**config.mk**
```make
export PLATFORM = sky130hd
export DESIGN_NAME = uart_rx_fifo
export DESIGN_NICKNAME = d
export VERILOG_FILES = /design/src/rtl/uart_pkg.sv /design/src/rtl/uart_fifo_ram.sv /design/src/rtl/uart_rx_fifo.sv
export SDC_FILE = /design/constraint.sdc
export NUM_CORES = 1
export LEC_CHECK = 0
export CORE_MARGIN = 10
export CORE_UTILIZATION = 60
export DETAILED_ROUTE_END_ITERATION = 8
export PLACE_DENSITY_LB_ADDON = 0.05
export SETUP_SLACK_MARGIN = 0.2
export SYNTH_ARGS = -nofsm -noshare
export SYNTH_HDL_FRONTEND = slang
export SYNTH_SLANG_ARGS = --single-unit
```
**constraint.sdc**
```tcl
create_clock -name clk -period 4.03 [get_ports clk]
set_clock_uncertainty 0.15 [all_clocks]
set_input_delay 0.6045 -clock clk [delete_from_list [all_inputs] [get_ports clk]]
set_output_delay 0.6045 -clock clk [all_outputs]
set_load 0.005 [all_outputs]
```
**src/rtl/uart_pkg.sv**
```systemverilog
// Shared types and constants for the UART IP.
// The receive FIFO entry keeps the error flags alongside the byte they belong to.
package uart_pkg;

  localparam int RX_FIFO_DEPTH_DEFAULT = 16;

  typedef struct packed {
    logic       ferr;
    logic       perr;
    logic [7:0] data;
  } rx_entry_t;

endpackage

```
**src/rtl/uart_fifo_ram.sv**
```systemverilog
// Register-array storage for the receive FIFO.
// One write port and one asynchronous read port; the contents are never reset.
module uart_fifo_ram
  import uart_pkg::*;
#(
  parameter int DEPTH = RX_FIFO_DEPTH_DEFAULT,
  parameter int AW    = $clog2(DEPTH)
) (
  input  logic            clk,
  input  logic            we_i,
  input  logic [AW-1:0]   waddr_i,
  input  rx_entry_t       wdata_i,
  input  logic [AW-1:0]   raddr_i,
  output rx_entry_t       rdata_o
);

  rx_entry_t mem_q [DEPTH];

  always_ff @(posedge clk) begin
    if (we_i) begin
      mem_q[waddr_i] <= wdata_i;
    end
  end

  // The read is combinational so the head entry is visible without a pop.
  assign rdata_o = mem_q[raddr_i];

endmodule

```
**src/rtl/uart_rx_fifo.sv**
```systemverilog
// Receive-side FIFO for uart_ip: show-ahead pop port, fill level, threshold
// interrupt, sticky overflow and an idle-line timeout.
module uart_rx_fifo
  import uart_pkg::*;
#(
  parameter int DEPTH          = RX_FIFO_DEPTH_DEFAULT,
  parameter int TIMEOUT_CYCLES = 20832
) (
  input  logic                     clk,
  input  logic                     rst,
  input  logic                     flush,
  input  logic                     wr_valid,
  input  logic [7:0]               wr_data,
  input  logic                     wr_perr,
  input  logic                     wr_ferr,
  input  logic                     rd_en,
  output logic [7:0]               rd_data,
  output logic                     rd_perr,
  output logic                     rd_ferr,
  output logic                     empty,
  output logic                     full,
  output logic [$clog2(DEPTH):0]   count,
  input  logic [$clog2(DEPTH):0]   thresh,
  output logic                     thr_irq,
  output logic                     overflow,
  input  logic                     ovf_clr,
  output logic                     rx_timeout
);

  localparam int AW = $clog2(DEPTH);
  localparam int CW = AW + 1;
  localparam int TW = $clog2(TIMEOUT_CYCLES + 1);
  localparam logic [CW-1:0] FULL_LEVEL = CW'(DEPTH);
  localparam logic [TW-1:0] TMO_MAX    = TW'(TIMEOUT_CYCLES);

  logic [AW-1:0] wptr_q, wptr_d;
  logic [AW-1:0] rptr_q, rptr_d;
  logic [CW-1:0] count_q, count_d;
  logic [TW-1:0] tmo_q, tmo_d;
  logic          ovf_q, ovf_d;

  logic          is_empty, is_full;
  logic          push, pop, drop;
  rx_entry_t     wr_entry, head_entry;

  assign is_empty = (count_q == '0);
  assign is_full  = (count_q == FULL_LEVEL);

  // A pop frees a slot in the same cycle, so a full FIFO still accepts a push.
  assign pop  = rd_en && !is_empty;
  assign push = wr_valid && (!is_full || pop);
  assign drop = wr_valid && is_full && !pop;

  assign wr_entry = '{ferr: wr_ferr, perr: wr_perr, data: wr_data};

  uart_fifo_ram #(
    .DEPTH (DEPTH),
    .AW    (AW)
  ) u_ram (
    .clk     (clk),
    .we_i    (push && !flush),
    .waddr_i (wptr_q),
    .wdata_i (wr_entry),
    .raddr_i (rptr_q),
    .rdata_o (head_entry)
  );

  always_comb begin
    wptr_d  = wptr_q;
    rptr_d  = rptr_q;
    count_d = count_q;
    tmo_d   = tmo_q;
    ovf_d   = ovf_q;

    if (flush) begin
      wptr_d  = '0;
      rptr_d  = '0;
      count_d = '0;
    end else begin
      if (push) wptr_d = wptr_q + AW'(1);
      if (pop)  rptr_d = rptr_q + AW'(1);
      if (push && !pop)      count_d = count_q + CW'(1);
      else if (pop && !push) count_d = count_q - CW'(1);
    end

    // A dropped write is neither activity nor idle time: the counter holds.
    if (flush || push || pop || is_empty) begin
      tmo_d = '0;
    end else if (!wr_valid && (tmo_q != TMO_MAX)) begin
      tmo_d = tmo_q + TW'(1);
    end

    if (drop)         ovf_d = 1'b1;
    else if (ovf_clr) ovf_d = 1'b0;
  end

  always_ff @(posedge clk) begin
    if (rst) begin
      wptr_q  <= '0;
      rptr_q  <= '0;
      count_q <= '0;
      tmo_q   <= '0;
      ovf_q   <= 1'b0;
    end else begin
      wptr_q  <= wptr_d;
      rptr_q  <= rptr_d;
      count_q <= count_d;
      tmo_q   <= tmo_d;
      ovf_q   <= ovf_d;
    end
  end

  assign empty      = is_empty;
  assign full       = is_full;
  assign count      = count_q;
  assign thr_irq    = (thresh != '0) && (count_q >= thresh);
  assign overflow   = ovf_q;
  assign rx_timeout = (tmo_q == TMO_MAX);

  assign rd_data = is_empty ? 8'h00 : head_entry.data;
  assign rd_perr = is_empty ? 1'b0  : head_entry.perr;
  assign rd_ferr = is_empty ? 1'b0  : head_entry.ferr;

endmodule

```
==> flow_metrics.tcl, run 1 <==
set metrics [dict create \
    synthFlopType "edfxtp_1" \
    start_util_pct 62.11 \
    max_stage_delay_ps 730 \
    reg2reg_slack_ps 910 \
    end_kind "primary output" \
    diodes 0 \
    setup_viol_count_final 0 \
    postCtsHoldBufs 0 \
    yosysWarnings 0 \
    cts_tree "yes" \
    vias 4342 \
    yosys-top-cells-area "edfxtp_1 (61%), mux4_2 (11%), dfxtp_1 (8.3%)" \
    fin_cells 723 \
    ir_worst_vdd_mv 0.2979 \
    htreeDepth 4 \
    clock_tree.root_cell "clkbuf_16" \
    synthTopCellsByCount "edfxtp_1 (160), nor2_1 (50), mux4_2 (40)" \
    crit_type "flip-flop to primary output" \
    rsz0062_at_grt "false" \
    drtIter0Drc 420 \
    wl_um 16140 \
    timing.rr.start "count[0]" \
    reg2reg_to "count[3]" \
    yosysMostFrequentCell "edfxtp_1" \
    p_leak_nw 2.943 \
    cts_buffer_depth 2 \
    track_usage_pct 18.57 \
    clk_latency_ps 430 \
    worst-path-buf-inv 3 \
    grt_overflow 0 \
    clk_pin_slew_worst_paths_ps 60 \
    cp_num_cells 6 \
    hold_path_depth 2 \
    tightestPinTransition_ps 856.7 \
    regArea_sq_um 5468 \
    critPathLaunchType "flip-flop" \
    status "finished, final reports clean" \
    fin_nets 576 \
    fmax_mhz 279.1 \
    synth_cell_types 45 \
    synth_edf_count 160 \
    holdCritPathClass "flip-flop to flip-flop" \
    multi_input_area_sq_um 2315 \
    synthCells 474 \
    ys_seq_elements 193 \
    timing.critical_path.fanout_max 13 \
    ant_nets 0 \
    fp.dieW_um 135.0 \
    syn_to_final_growth_pct 16.69 \
    mappedNetlistArea_sq_um 7934 \
    grt_pass1_wl_um 25290 \
    power_density_nw_per_um2 473.0 \
    drc 0 \
    cp_cell_sequence "buf_4 > buf_4 > mux4_2 > a211oi_1 > a211oi_1 > clkdlybuf4s50_1" \
    critical_path.endpoint "rd_data[0]" \
    grt_pass1_vias 4532 \
    slew_headroom_pct 42.81 \
    syn_area_per_cell_sq_um 16.74 \
    grt_max_degree 41 \
    period_needed_ps 3583 \
    numCtsBuffers 17 \
    vias_per_cell 6.006 \
    clock_sinks 193 \
    netlist.area_leader.share_pct 60.56 \
    die_area_sq_um 18220 \
    post-dp-hpwl_um 10280 \
    final_util_pct 72.48 \
    drv_slew 0 \
    cts_setup_buffers 0 \
    gp_congestion 0.7770 \
    ff2ff_path_depth 9 \
    drt-wirelength-per-cell_um 22.33 \
    core_sq_um 12770 \
    slowest_stage "dfxtp_1" \
    ios 41 \
    drv_cap 0 \
    antenna_found_initial 0 \
    port_buffers 40 \
    setup-tns-final_ps 0 \
    async_flop_share_pct 0 \
    critPathTopFamily "buffers and inverters" \
    syn_nets 512 \
    die_h_um 135.0 \
    detail_route.first_pass.iterations 5 \
    cts_resized 0 \
    cp.required_ps 3280 \
    std_cell_rows 41 \
    seq_area_frac_synth_pct 68.89 \
    drive_gt1_share_pct 17.60 \
    fin_crit_sh_pct 88.90 \
    critPathArrivalTime_ps 2830 \
    hold_violations 0 \
    synth_area_leader_cell "edfxtp_1" \
    place_inst 691 \
    fillCellCount 804 \
]
metrics by stage:
stage,area [sq um],setup slack (ps),power [W],hold WS [ps]
floorplan,7934,1034,0.002501,303.7
global placement,8662,888.0,0.002715,323.6
detailed placement,8662,836.7,0.002733,333.2
CTS,9258,436.6,0.004412,342.1
global route,9258,338.4,0.004537,386.3
finish,9258,447.4,0.004379,343.8
registers in the layout, indices dropped and copies added, names as in the netlist, named ones only:
signal	flops
u_ram.mem_q	160
overflow	1
tmo_q	15
wptr_q	4
rptr_q	4
count	5
worst min-delay path, stage by stage (launching register included):
cell	delay, ps
dfxtp_1	310
o21ai_0	70
a21oi_1	60
cell type report:
| class | count | area share, % |
|---|---|---|
| tap | 172 | 2.325 |
| sequential | 193 | 59.06 |
| clock buffer | 27 | 5.325 |
| timing repair buffer | 66 | 6.568 |
| inverter | 15 | 0.6082 |
| clock inverter | 5 | 1.108 |
| multi-input combinational | 245 | 25.00 |
report_power, final:
group	switching [W]	internal (W)	total [W]
registers	0.0000308	0.00218	0.00221
logic	0.000236	0.000237	0.000473
clock network	0.000670	0.00103	0.00170
cells by family after synthesis:
group	after synthesis	share of synthesized area, %
compound gates	45	4.164
mux	54	13.12
simple gates	110	7.018
flops	193	68.89
fa+ha+maj	17	2.776
xor+xnor	19	2.097
buf+inv	36	1.940
metal layers:
metal	up-vias	GRT usage, %	wire length, um
met4	0	7.177	306
li1	1994	-	-
met3	24	4.822	1038
met1	2188	23.62	6600
met5	-	0	0
met2	136	29.99	8199
cells in the final DEF (no fill, tap or decap), types with 2 or more instances in the layout:
cell type	instances
a211o_1	2
a211oi_1	22
a21oi_1	7
buf_4	25
bufinv_16	3
clkbuf_1	7
clkbuf_16	17
clkbuf_8	3
clkdlybuf4s50_1	40
dfxtp_1	31
dfxtp_2	2
edfxtp_1	160
ha_1	16
inv_1	15
mux2i_1	14
mux4_2	40
nand2_1	11
nand2b_1	2
nand3_1	6
nand4_1	2
nand4b_1	3
nor2_1	50
nor2b_1	10
nor3_1	2
nor4_1	8
nor4bb_1	2
o211ai_1	2
o21ai_0	2
or3_1	5
or4_1	3
xnor2_1	13
xor2_1	6
how the worst min path moves through the flow:
stage	start	to	slack, ps
2_1_floorplan	tmo_q[14]	tmo_q[14]	300
3_3_place_gp	tmo_q[14]	tmo_q[14]	320
3_5_place_dp	tmo_q[14]	tmo_q[14]	330
4_1_cts	tmo_q[14]	tmo_q[14]	340
5_1_grt	tmo_q[14]	tmo_q[14]	390
6_report	tmo_q[14]	tmo_q[14]	340
No activity file was read; power rests on OpenSTA's default activity.
==> run 2: changes to the inputs <==
--- a/config.mk
+++ b/config.mk
@@ -5,6 +5,7 @@
 export SDC_FILE = /design/constraint.sdc
 export NUM_CORES = 1
 export LEC_CHECK = 0
+export CAP_MARGIN = 20
 export CORE_MARGIN = 10
 export CORE_UTILIZATION = 60
 export DETAILED_ROUTE_END_ITERATION = 8
==> results of run 2 <==
Same layout as run 1: the final DEF is identical, and so are final timing and power.
==> run 3: changes to the inputs <==
--- a/config.mk
+++ b/config.mk
@@ -7,10 +7,11 @@
 export LEC_CHECK = 0
 export CAP_MARGIN = 20
 export CORE_MARGIN = 10
-export CORE_UTILIZATION = 60
+export CORE_UTILIZATION = 59
 export DETAILED_ROUTE_END_ITERATION = 8
 export PLACE_DENSITY_LB_ADDON = 0.05
 export SETUP_SLACK_MARGIN = 0.2
 export SYNTH_ARGS = -nofsm -noshare
 export SYNTH_HDL_FRONTEND = slang
+export SYNTH_HIERARCHICAL = 1
 export SYNTH_SLANG_ARGS = --single-unit
==> run 3 against run 2 <==
  * Cell area is 1.8% lower
  * Setup slack better by 85 ps
  * Global-route usage is 0.77 points lower
  * Non-clock buffer count is 3 lower
==> flow_metrics.tcl, run 3 <==
set metrics [dict create \
    ys_seq_elements 189 \
    critPathLaunchType "flip-flop" \
    cts_setup_buffers 0 \
    yosysMostFrequentCell "edfxtp_1" \
    status "finished, final reports clean" \
    cts_resized 0 \
    ir_worst_vdd_mv 0.3231 \
    synth_edf_count 160 \
    timing.critical_path.fanout_max 12 \
    drive_gt1_share_pct 15.93 \
    end_kind "primary output" \
    place_inst 685 \
    htreeDepth 4 \
    synth_cell_types 47 \
    cts_buffer_depth 2 \
    postLayoutCellArea_sq_um 9087 \
    fin_crit_sh_pct 86.78 \
    crit_type "flip-flop to primary output" \
    wl_um 15390 \
    die_h_um 135.2 \
    cp_cell_sequence "buf_4 > mux4_1 > a22oi_1 > nand2_1 > nor2b_1 > clkdlybuf4s50_1" \
    synthTopCellsByCount "edfxtp_1 (160), nor2_1 (50), dfxtp_1 (29)" \
    largest-register "u_ram/mem_q" \
    detail_route.first_pass.iterations 5 \
    fmax_mhz 285.9 \
    synthFlopType "edfxtp_1" \
    p_leak_nw 2.950 \
    largest_register_ffs 160 \
    gp_congestion 0.7581 \
    fin_cells 716 \
    regArea_sq_um 5388 \
    grt_pass1_vias 4220 \
    syn_to_final_growth_pct 16.00 \
    period_needed_ps 3497 \
    yosys-top-cells-area "edfxtp_1 (61%), mux4_2 (8.0%), dfxtp_1 (7.4%)" \
    diodes 0 \
    rsz0062_at_grt "false" \
    clk_pin_slew_worst_paths_ps 70 \
    track_usage_pct 17.80 \
    postCtsHoldBufs 0 \
    vias 4253 \
    vias_per_cell 5.940 \
    max_stage_delay_ps 580 \
    yosysWarnings 6 \
    slowest_stage "mux4_1" \
    drc 0 \
    numCtsBuffers 17 \
    die_area_sq_um 18290 \
    ant_nets 0 \
    drtIter0Drc 336 \
    fillCellCount 885 \
    holdCritPathClass "flip-flop to flip-flop" \
    grt_pass1_wl_um 24270 \
    final_common_cell "edfxtp_1" \
    critPathArrivalTime_ps 2740 \
    core_sq_um 13140 \
    tightestPinTransition_ps 829.7 \
    synth_area_leader_cell "edfxtp_1" \
    syn_area_per_cell_sq_um 16.85 \
    ff2ff_path_depth 10 \
    final_util_pct 69.17 \
    clk_latency_ps 430 \
    drt-wirelength-per-cell_um 21.49 \
    start_util_pct 59.63 \
    placed_area_sq_um 8537 \
    antenna_found_initial 0 \
    fin_nets 563 \
    power.total_w 0.004204 \
    async_flop_share_pct 0 \
    cts_tree "yes" \
    cp.required_ps 3280 \
    setup_viol_count_final 0 \
    power_density_nw_per_um2 462.7 \
    grt_max_degree 32 \
    mappedNetlistArea_sq_um 7834 \
    final_cell_mix "edfxtp_1 (160), nor2_1 (50), clkdlybuf4s50_1 (40), mux4_2 (28), dfxtp_1 (27)" \
    multi_input_area_sq_um 2282 \
    slew_headroom_pct 44.48 \
    port_buffers 40 \
    clock_tree.root_cell "clkbuf_16" \
    synthCells 465 \
    clock_sinks 189 \
    grt_overflow 0 \
    post-dp-hpwl_um 9872 \
    hold_path_depth 2 \
    netlist.area_leader.share_pct 61.33 \
    fp.dieW_um 135.2 \
    drv_slew 0 \
    ios 41 \
    drv_cap 0 \
    std_cell_rows 42 \
    setup-tns-final_ps 0 \
    seq_area_frac_synth_pct 68.74 \
    syn_nets 500 \
    hold_violations 0 \
]
[run 3: cell types whose count changed in the layout (fill, tap and decap cells not counted), moves of 4 or more]
| cell | previous run | this run |
|---|---|---|
| mux4_1 | 0 | 12 |
| mux2i_1 | 14 | 4 |
| buf_4 | 25 | 21 |
| a22oi_1 | 0 | 20 |
| a211oi_1 | 22 | 1 |
| or3_1 | 5 | 1 |
| mux4_2 | 40 | 28 |
| inv_6 | 0 | 6 |
| dfxtp_1 | 31 | 27 |
| nor3_1 | 2 | 8 |
| clkbuf_1 | 7 | 0 |
[run 3: worst paths after layout]
kind                            startpoint         end  slack, ps
worst min-delay path             tmo_q[14]   tmo_q[14]        380
worst min register to register   tmo_q[14]   tmo_q[14]        380
worst max register to register    count[0]    count[3]        580
worst max-delay path             rptr_q[0]  rd_data[0]        530
[run 3: cells by family after synthesis]
| logic type | synth area share (%) |
|---|---|
| flip-flops | 68.74 |
| AND/OR/NAND/NOR | 8.034 |
| multiplexers | 12.59 |
| AO/OA/AOI/OAI | 3.833 |
| buffers and inverters | 2.124 |
| XOR/XNOR | 2.348 |
| adder cells (fa/ha/maj) | 2.332 |
[run 3: worst max-delay path: cells and delay by family, from the launching register on]
family	cells	cell delay, ps
simple gates	2	300
compound gates	1	350
mux	1	580
buf+inv	2	710
flops	1	360
[run 3: power breakdown]
| group | total [W] | internal [W] | switching (W) |
|---|---|---|---|
| Clock | 0.00155 | 0.000808 | 0.000745 |
| Sequential | 0.00216 | 0.00214 | 0.0000233 |
| Combinational | 0.000491 | 0.000252 | 0.000239 |
[run 3: per-stage QoR]
step | hold WS (ps) | setup WS, ps
2_1_floorplan | 327.8 | 940.1
3_3_place_gp | 353.0 | 598.8
3_5_place_dp | 362.2 | 444.1
4_1_cts | 380.9 | 542.2
5_1_grt | 418.4 | 396.9
6_report | 376.8 | 532.8
[run 3: cell type report]
class	count	area share, %
Clock inverter	14	1.377
Inverter	13	0.5370
Tap cell	176	2.423
Multi-Input combinational cell	244	25.11
Sequential cell	189	59.29
Timing Repair Buffer	63	6.581
Clock buffer	17	4.681
[run 3: layer usage]
layer,global-route usage (%),up-vias,wire (um)
met3,4.822,16,1001
li1,-,1961,-
met1,23.87,2153,6672
met5,0,-,0
met2,27.86,123,7523
met4,5.562,0,192
